$ cat src/rtl/clock_set_ctrl.sv
// Front-panel key controller for the time-of-day counter: debounces MODE/UP/DOWN,
// steps through the set modes, auto-repeats held keys and drops back to run when idle.
module clock_set_ctrl #(
  parameter int DEBOUNCE_TICKS = 2,
  parameter int REPEAT_DELAY   = 50,
  parameter int REPEAT_RATE    = 10,
  parameter int TIMEOUT        = 1000,
  parameter int BLINK_HALF     = 25
) (
  input  logic       CLK,
  input  logic       RESET,
  input  logic       KEY_MODE,
  input  logic       KEY_UP,
  input  logic       KEY_DWN,
  output logic [1:0] FLAG,
  output logic       UP,
  output logic       DWN,
  output logic       EDIT,
  output logic       BLINK
);

  // state | meaning
  // RUN   | clock running, UP/DOWN keys ignored
  // SET_H | adjusting hours
  // SET_M | adjusting minutes
  // SET_S | adjusting seconds
  typedef enum logic [1:0] {
    RUN   = 2'b00,
    SET_H = 2'b01,
    SET_M = 2'b10,
    SET_S = 2'b11
  } flag_t;

  localparam int DW   = (DEBOUNCE_TICKS > 1) ? $clog2(DEBOUNCE_TICKS) : 1;
  localparam int RMAX = (REPEAT_DELAY > REPEAT_RATE) ? REPEAT_DELAY : REPEAT_RATE;
  localparam int RW   = (RMAX > 1) ? $clog2(RMAX) : 1;
  localparam int TW   = (TIMEOUT > 1) ? $clog2(TIMEOUT) : 1;
  localparam int BW   = (BLINK_HALF > 1) ? $clog2(BLINK_HALF) : 1;

  // key index: 0 = MODE, 1 = UP, 2 = DOWN
  logic [2:0]    raw, sync1, sync2, lvl, lvl_d, press;
  logic [DW-1:0] db_cnt [3];

  flag_t         flag_q, flag_nxt;
  logic          in_set, both, flag_chg, activity, tmo_hit;
  logic [1:0]    req, hold_on;
  logic [RW-1:0] hold_cnt [2];
  logic [TW-1:0] tmo_cnt;
  logic [BW-1:0] blink_cnt;
  logic          blink_q, up_q, dwn_q;

  assign raw    = {KEY_DWN, KEY_UP, KEY_MODE};
  assign press  = lvl & ~lvl_d;
  assign in_set = (flag_q != RUN);
  assign both   = lvl[1] & lvl[2];

  always_ff @(posedge CLK) begin
    if (!RESET) begin
      sync1 <= '0;
      sync2 <= '0;
      lvl   <= '0;
      lvl_d <= '0;
      for (int i = 0; i < 3; i++) db_cnt[i] <= '0;
    end else begin
      sync1 <= raw;
      sync2 <= sync1;
      lvl_d <= lvl;
      for (int i = 0; i < 3; i++) begin
        if (sync2[i] == lvl[i]) begin
          db_cnt[i] <= '0;
        end else if (db_cnt[i] == DW'(DEBOUNCE_TICKS - 1)) begin
          lvl[i]    <= ~lvl[i];
          db_cnt[i] <= '0;
        end else begin
          db_cnt[i] <= db_cnt[i] + 1'b1;
        end
      end
    end
  end

  // A MODE press takes the cycle: any UP/DOWN event alongside it is dropped.
  always_comb begin
    flag_nxt = flag_q;
    req      = 2'b00;
    activity = 1'b0;
    tmo_hit  = 1'b0;
    flag_chg = 1'b0;
    if (in_set && !press[0] && !both) begin
      req[0] = lvl[1] & (press[1] | (hold_on[0] & (hold_cnt[0] == '0)));
      req[1] = lvl[2] & (press[2] | (hold_on[1] & (hold_cnt[1] == '0)));
    end
    activity = (|press) | (|req);
    tmo_hit  = in_set & ~activity & (tmo_cnt == '0);
    if (press[0]) begin
      case (flag_q)
        RUN:     flag_nxt = SET_H;
        SET_H:   flag_nxt = SET_M;
        SET_M:   flag_nxt = SET_S;
        default: flag_nxt = RUN;
      endcase
    end else if (tmo_hit) begin
      flag_nxt = RUN;
    end
    flag_chg = (flag_nxt != flag_q);
  end

  always_ff @(posedge CLK) begin
    if (!RESET) flag_q <= RUN;
    else        flag_q <= flag_nxt;
  end

  // Hold timers only arm on a press pulse, so a key that lost its hold stays quiet until re-pressed.
  always_ff @(posedge CLK) begin
    if (!RESET) begin
      hold_on <= '0;
      for (int j = 0; j < 2; j++) hold_cnt[j] <= '0;
    end else begin
      for (int j = 0; j < 2; j++) begin
        if (flag_chg || !lvl[j+1] || both) begin
          hold_on[j] <= 1'b0;
        end else if (req[j] && press[j+1]) begin
          hold_on[j]  <= 1'b1;
          hold_cnt[j] <= RW'(REPEAT_DELAY - 1);
        end else if (req[j]) begin
          hold_cnt[j] <= RW'(REPEAT_RATE - 1);
        end else if (hold_on[j]) begin
          hold_cnt[j] <= hold_cnt[j] - 1'b1;
        end
      end
    end
  end

  always_ff @(posedge CLK) begin
    if (!RESET) begin
      tmo_cnt <= '0;
    end else if (flag_chg || (in_set && activity)) begin
      tmo_cnt <= TW'(TIMEOUT - 1);
    end else if (in_set) begin
      tmo_cnt <= tmo_cnt - 1'b1;
    end
  end

  always_ff @(posedge CLK) begin
    if (!RESET) begin
      blink_q   <= 1'b1;
      blink_cnt <= '0;
    end else if (flag_chg || (|req)) begin
      blink_q   <= 1'b1;
      blink_cnt <= BW'(BLINK_HALF - 1);
    end else if (!in_set) begin
      blink_q <= 1'b1;
    end else if (blink_cnt == '0) begin
      blink_q   <= ~blink_q;
      blink_cnt <= BW'(BLINK_HALF - 1);
    end else begin
      blink_cnt <= blink_cnt - 1'b1;
    end
  end

  always_ff @(posedge CLK) begin
    if (!RESET) begin
      up_q  <= 1'b0;
      dwn_q <= 1'b0;
    end else begin
      up_q  <= req[0];
      dwn_q <= req[1];
    end
  end

  assign FLAG  = flag_q;
  assign UP    = up_q;
  assign DWN   = dwn_q;
  assign EDIT  = (flag_q != RUN);
  assign BLINK = blink_q;

endmodule

$ cat config.mk
export PLATFORM = sky130hd
export DESIGN_NAME = clock_set_ctrl
export DESIGN_NICKNAME = d
export VERILOG_FILES = /design/src/rtl/clock_set_ctrl.sv
export SDC_FILE = /design/constraint.sdc
export NUM_CORES = 1
export LEC_CHECK = 0
export CAP_MARGIN = 20
export CORE_UTILIZATION = 30
export DETAILED_ROUTE_END_ITERATION = 12
export GPL_ROUTABILITY_DRIVEN = 1
export PLACE_DENSITY = 0.46
export SYNTH_ARGS = -nofsm -noshare
export SYNTH_HDL_FRONTEND = slang
export SYNTH_SLANG_ARGS = --single-unit
$ cat constraint.sdc
create_clock -name CLK -period 3.5 [get_ports CLK]
set_input_delay 0.525 -clock CLK [delete_from_list [all_inputs] [get_ports CLK]]
set_output_delay 0.525 -clock CLK [all_outputs]
set_load 0.1 [all_outputs]
==> results of run 1 <==
==> layer usage <==
layer | part of all wire, % | routed length, um | vias up
met2 | 43 | 2040 | 16
li1 | - | - | 912
met3 | 3.2 | 153 | 10
met4 | 2.7 | 127 | 0
met1 | 52 | 2460 | 821
met5 | 0 | 0 | -
==> worst paths after layout <==
| kind | start | to | slack (ps) | cells after the start |
|---|---|---|---|---|
| worst max-delay path | FLAG[1] | hold_cnt[0][1] | 820 | 8 |
| worst min register to register | sync1[1] | sync2[1] | 440 | 1 |
| worst max register to register | FLAG[1] | hold_cnt[0][1] | 820 | 8 |
| worst min-delay path | sync1[1] | sync2[1] | 440 | 1 |
==> where the power goes <==
part           switching, uW  internal, uW  total [uW]
logic                   53.0          41.6        94.6
clock network            196           255         451
registers               17.0           604         621
total                    266           900        1170
==> cell usage after synthesis (all sizes together), types with 2 or more instances <==
| library cell | n |
|---|---|
| xor2 | 10 |
| nor2b | 5 |
| ha | 8 |
| xnor2 | 13 |
| nor3 | 17 |
| nand2 | 13 |
| a21oi | 4 |
| dfxtp | 34 |
| and3 | 2 |
| o221ai | 2 |
| nor2 | 23 |
| mux2i | 4 |
| edfxtp | 15 |
| o21ai | 8 |
| nor4 | 6 |
| o21a | 3 |
| buf | 4 |
| and2 | 10 |
| o211ai | 2 |
| nand2b | 3 |
| inv | 13 |
| o41ai | 2 |
| clkbuf | 5 |
| nor4b | 2 |
| a211oi | 4 |
| or3 | 6 |
| a31oi | 8 |
| o31a | 4 |
==> registers in the layout, indices dropped and copies added (netlist names) <==
name	count
BLINK	1
DWN	1
FLAG	2
UP	1
blink_cnt	5
db_cnt	3
hold_cnt	12
hold_on	2
lvl	3
lvl_d	3
sync1	3
sync2	3
tmo_cnt	10
==> worst reg2reg max path, delay by kind of cell, from the launching register on <==
kind	cells	cell delay [ps]
flops	1	430
fa+ha+maj	1	200
compound gates	3	680
simple gates	2	880
buf+inv	2	260
==> cell type report <==
cell class                      count  area (um^2)
Tap cell                          102          128
Inverter                           13         48.8
Clock buffer                        6         93.8
Clock inverter                      2         35.0
Multi-Input combinational cell    176         1210
Sequential cell                    49         1130
Timing Repair Buffer               16          143
Fill cell                         801         5010
==> through the flow <==
| stage | total power (uW) | setup WS (ps) | hold slack (ps) | std cells |
|---|---|---|---|---|
| global route | 1220 | 602 | 474 | 364 |
| floorplan | 703 | 34.5 | 412 | 247 |
| global placement | 731 | 857 | 415 | 356 |
| CTS | 1180 | 786 | 445 | 364 |
| detailed placement | 729 | 817 | 421 | 356 |
| finish | 1170 | 815 | 441 | 364 |
==> logic make-up (layout without fill, tap and decap cells) <==
| logic type | Yosys count | in the layout | share of synthesized area (%) |
|---|---|---|---|
| compound gates | 46 | 46 | 14.4 |
| xor+xnor | 23 | 23 | 8.25 |
| fa+ha+maj | 8 | 8 | 4.10 |
| buf+inv | 22 | 37 | 4.35 |
| flops | 49 | 49 | 46.3 |
| mux | 4 | 4 | 1.64 |
| other cells | 1 | 3 | 0.154 |
| simple gates | 92 | 92 | 20.7 |
==> results.yml, run 1 <==
synthesis:
  synth_area_per_cell_um2: 9.97
  postSynthCellCount: 245
  sequential_share_of_the_synthesized_area_pct: 46.3
  post_synth_design_cell_area_mm2: 0.00244
  synth_edf_count: 15
  ys.flop_type: "sky130_fd_sc_hd__dfxtp_1"
  yosys_warnings: 0
  fraction_of_registers_with_async_set_or_reset_after_synthesis_pct: 0
  synth_top_cells_by_area: "sky130_fd_sc_hd__dfxtp_1 (28%), sky130_fd_sc_hd__edfxtp_1 (18%), sky130_fd_sc_hd__xnor2_1 (4.7%)"
  postSynthRegisterBits: 49
  yosys.area.top_type: "sky130_fd_sc_hd__dfxtp_1"
  synth_largest_type_area_fraction_pct: 27.9
  synth_cell_types: 47
place:
  place.gp.congestion: 0.789
  dp_hpwl_um: 3630
  place.port_buffers: 10
  dpl-instance-area_mm2: 0.00266
worst_setup_path:
  cp_num_buf_inv: 2
  cp.required_ps: 3580
  crit_path_start_kind: "flip-flop"
  critical_path.top_delay_family: "simple AND/OR/NAND/NOR gates"
  path_cells: "inv_1, ha_1, or4b_4, nor4_4, o221ai_2, o21ai_2, o21ai_0, buf_4"
  crit_fanout: 7
  critical-path-max-stage-delay_ps: 580
  critical-path-slowest-cell: "sky130_fd_sc_hd__or4b_4"
  critical_path_arrival_ps: 2760
  setup.worst_path.end_class: "flip-flop"
  path_class: "reg2reg"
floorplanning:
  die_y_um: 92.2
  die_w_um: 92.2
  rows: 32
  fp.coreArea_mm2: 0.00781
  ioPinCount: 11
  design.die.area_mm2: 0.00851
  floorplan.initialDensity_pct: 31.3
clock_network:
  cts-htree-levels: 2
  cts_root_buf: "sky130_fd_sc_hd__clkbuf_8"
  tritoncts: "built"
  post_cts_resize_count: 0
  cts_buffers: 5
  clkSinkCount: 49
  post_cts.repair.setup_buffers: 0
  post_cts_hold_buffer_count: 0
  cts_max_path_bufs: 2
  clkSlewWorstSetupHoldPaths_ps: 90
  clk-insertion-delay-late_ps: 310
sta:
  clock.fmax_mhz: 372
  final_setup_fails: 0
  timing_hold_violations_final: 0
  timing.setup.tns_ps: 0
  timing.slew.headroom_pct: 34.8
  period_share_pct: 76.7
  finalCriticalPeriod_ps: 2680
  worstMarginPinSlew_ps: 976
  rsz0062_at_grt: "false"
  fin_worst_skew_ps: 3.79
  report.final.slew_viol_count: 0
layout:
  layout.cells.most_common_list: "sky130_fd_sc_hd__dfxtp_1 (33), sky130_fd_sc_hd__nor2_1 (23), sky130_fd_sc_hd__nor3_1 (17), sky130_fd_sc_hd__edfxtp_1 (15)"
  final_layout_size_suffix_gt1_share_pct: 9.92
  mostFrequentLayoutCell: "sky130_fd_sc_hd__dfxtp_1"
  layout.core_utilization_pct: 35.8
  area_delta_synth_final_pct: 14.3
  fin_area_mm2: 0.00279
  diodes: 0
  finalNetCount: 274
power:
  p_leak_uw: 0.000997
  power.ir.vdd_worst_mv: 0.164
  power.density_mw_per_mm2: 418
run_status:
  status: "complete, no violations"
worst_hold_path:
  hp-class: "reg2reg"
global_route:
  gr-usage-met1_pct: 16.5
  grt_pass1_vias: 1701
  global_route.usage.met2_pct: 18.7
  number_of_antenna_violations_at_the_first_check_in_global_routing: 0
  grtUsageTotal_pct: 12.4
  grt_start_max_net_pins: 18
  gr-total-overflow: 0
  grt_use_met3_pct: 2.82
  top_usage_layer: "met2"
  grt_pass1_wl_um: 8130
drt:
  detail_route.drc_violations: 0
  avg_wl_per_cell_um: 13.1
  first_pass_iters: 4
  vias: 1759
  drt.antenna.violating_nets: 0
  postRouteWirelength_um: 4780
  dr.first_iter.drc_count: 95
  drt-vias-per-instance: 4.83
run:
  max_cap_viol_count: 0
Power figures use the tool's default switching activity.
==> inputs of run 2 (changes only) <==
--- a/config.mk
+++ b/config.mk
@@ -9,7 +9,7 @@
 export CORE_UTILIZATION = 30
 export DETAILED_ROUTE_END_ITERATION = 12
 export GPL_ROUTABILITY_DRIVEN = 1
-export PLACE_DENSITY = 0.46
+export PLACE_DENSITY = 0.48
 export SYNTH_ARGS = -nofsm -noshare
 export SYNTH_HDL_FRONTEND = slang
 export SYNTH_SLANG_ARGS = --single-unit
==> constraint.sdc (replaced) <==
create_clock -name CLK -period 2.2 [get_ports CLK]
set_input_delay 0.33 -clock CLK [delete_from_list [all_inputs] [get_ports CLK]]
set_output_delay 0.33 -clock CLK [all_outputs]
set_load 0.1 [all_outputs]
==> results.yml, run 2 (same netlist as run 1, synthesis figures left out) <==
run_status:
  status: "complete, but fails checks"
  failed_checks: "negative setup slack"
drt:
  drt-vias-per-instance: 4.71
  maxUsedRoutingLayer: "met4"
  drt.antenna.violating_nets: 0
  met1_length_um: 2690
  postRouteWirelength_um: 5520
  met3WireLength_um: 121
  avg_wl_per_cell_um: 13.5
  dr.first_iter.drc_count: 66
  vias: 1927
  met2_wirelength_um: 2630
  detail_route.drc_violations: 0
  first_pass_iters: 4
worst_setup_path:
  crit_fanout: 7
  path_class: "reg2reg"
  cp.required_ps: 2250
  cp_num_buf_inv: 2
  setup.worst_path.end_class: "flip-flop"
  path_cells: "inv_1, ha_2, or4b_4, nor4_4, o221ai_4, o21ai_2, buf_12, o21ai_4"
  critical_path.top_delay_family: "simple AND/OR/NAND/NOR gates"
  cp_num_cells: 8
  ff2ff_path_depth: 8
  critical-path-slowest-cell: "sky130_fd_sc_hd__or4b_4"
  crit_path_start_kind: "flip-flop"
  critical_path_arrival_ps: 2270
  critical-path-max-stage-delay_ps: 480
layout:
  layout.core_utilization_pct: 42.7
  largest-register: "hold_cnt"
  reg.largest.list: "hold_cnt x12, tmo_cnt x10, blink_cnt x5"
  diodes: 0
  area_delta_synth_final_pct: 36.4
  finalNetCount: 319
  finish.cell_count_without_fillers: 409
  mostFrequentLayoutCell: "sky130_fd_sc_hd__buf_4"
  final_layout_size_suffix_gt1_share_pct: 33.9
  largest_register_ff_count: 12
  layout.cells.most_common_list: "sky130_fd_sc_hd__buf_4 (54), sky130_fd_sc_hd__dfxtp_1 (31), sky130_fd_sc_hd__nor2_1 (23), sky130_fd_sc_hd__edfxtp_1 (15), sky130_fd_sc_hd__nor3_1 (14)"
floorplanning:
  floorplan.initialDensity_pct: 31.3
  die_w_um: 92.2
  fp.coreArea_mm2: 0.00781
  ioPinCount: 11
  rows: 32
  die_y_um: 92.2
  design.die.area_mm2: 0.00851
global_route:
  gr-total-overflow: 0
  number_of_antenna_violations_at_the_first_check_in_global_routing: 0
  grt_pass1_vias: 1927
  grt_start_max_net_pins: 16
  grtUsageTotal_pct: 13.6
  grt_pass1_wl_um: 9090
clock_network:
  cts-htree-levels: 2
  cts_buffers: 5
  cts_root_buf: "sky130_fd_sc_hd__clkbuf_8"
  post_cts_hold_buffer_count: 0
  cts_max_path_bufs: 2
  clk-insertion-delay-late_ps: 300
  clkSinkCount: 49
  clkSlewWorstSetupHoldPaths_ps: 90
  tritoncts: "built"
sta:
  post-route-worst-setup-slack_ps: -20.9
  final_setup_fails: 15
  finalCriticalPeriod_ps: 2220
  period_share_pct: 101
  rsz0062_at_grt: "true"
  clock.fmax_mhz: 450
  worstMarginPinSlew_ps: 611
  timing.slew.headroom_pct: 58.7
  report.final.slew_viol_count: 0
  fin_worst_skew_ps: 8.90
  timing_hold_violations_final: 0
place:
  place.gp.congestion: 0.766
  place.port_buffers: 10
  placed_cells_incl_taps: 397
  dp_hpwl_um: 4040
run:
  max_cap_viol_count: 0
power:
  power.ir.vdd_worst_mv: 0.257
  power.density_mw_per_mm2: 522
  p_leak_uw: 0.00125
worst_hold_path:
  hp-class: "reg2reg"
  hold_path_depth: 1
-- run 2: cell types whose count changed in the layout (fill, tap and decap cells not counted), sizes merged --
cell,before,now
bufinv,1,0
inv,13,12
clkinvlp,0,1
clkinv,1,2
clkdlybuf4s50,9,4
buf,7,57
-- run 2: path summary, 6_finish.rpt --
path	slack, ps	end	from
min reg2reg	440	sync2[1]	sync1[1]
max	-20	hold_cnt[1][5]	tmo_cnt[1]
min	440	sync2[1]	sync1[1]
max reg2reg	-20	hold_cnt[1][5]	tmo_cnt[1]
-- run 2: power breakdown --
part / total (uW) / switching [uW] / internal, uW
logic: 217 / 112 / 105
registers: 981 / 22.4 / 958
clock network: 540 / 291 / 250
total: 1740 / 425 / 1310
-- run 2: through the flow --
stage	setup slack, ps	total power, uW	instance area [um^2]	hold WS (ps)	setup TNS, ps
floorplan	-320	1120	2520	412	-8460
global placement	-15.9	1190	3050	416	-163
detailed placement	-48.2	1190	3050	417	-583
CTS	-25.6	1740	3200	439	-306
global route	-88.5	1820	3330	462	-2030
finish	-20.9	1740	3330	440	-221
-- run 2: final cells by class --
cell class | count | area [um^2]
clock buffers | 6 | 82.6
well taps | 102 | 128
multi-input cells | 176 | 1420
repair buffers | 61 | 497
flip-flops and latches | 49 | 1140
clock inverters | 2 | 8.76
inverters | 13 | 57.6
fillers | 793 | 4480
-- run 2: metal layers --
layer / track usage [%] / vias up
met5: 0 / -
met4: 4.30 / 0
met3: 2.49 / 6
met2: 23.2 / 19
met1: 17.4 / 904
li1: - / 998
-- run 2: what timing repair did --
action	4_1_cts	5_1_grt
pin swaps	7	8
setup endpoints to repair	26	40
gates resized for setup	4	21
buffers inserted	3	1
==> inputs of run 3 (changes only) <==
--- a/config.mk
+++ b/config.mk
@@ -10,6 +10,7 @@
 export DETAILED_ROUTE_END_ITERATION = 12
 export GPL_ROUTABILITY_DRIVEN = 1
 export PLACE_DENSITY = 0.48
+export SLEW_MARGIN = 5
 export SYNTH_ARGS = -nofsm -noshare
 export SYNTH_HDL_FRONTEND = slang
 export SYNTH_SLANG_ARGS = --single-unit
==> results of run 3 <==
The final DEF is identical to that of run 2; final timing and power are the same.
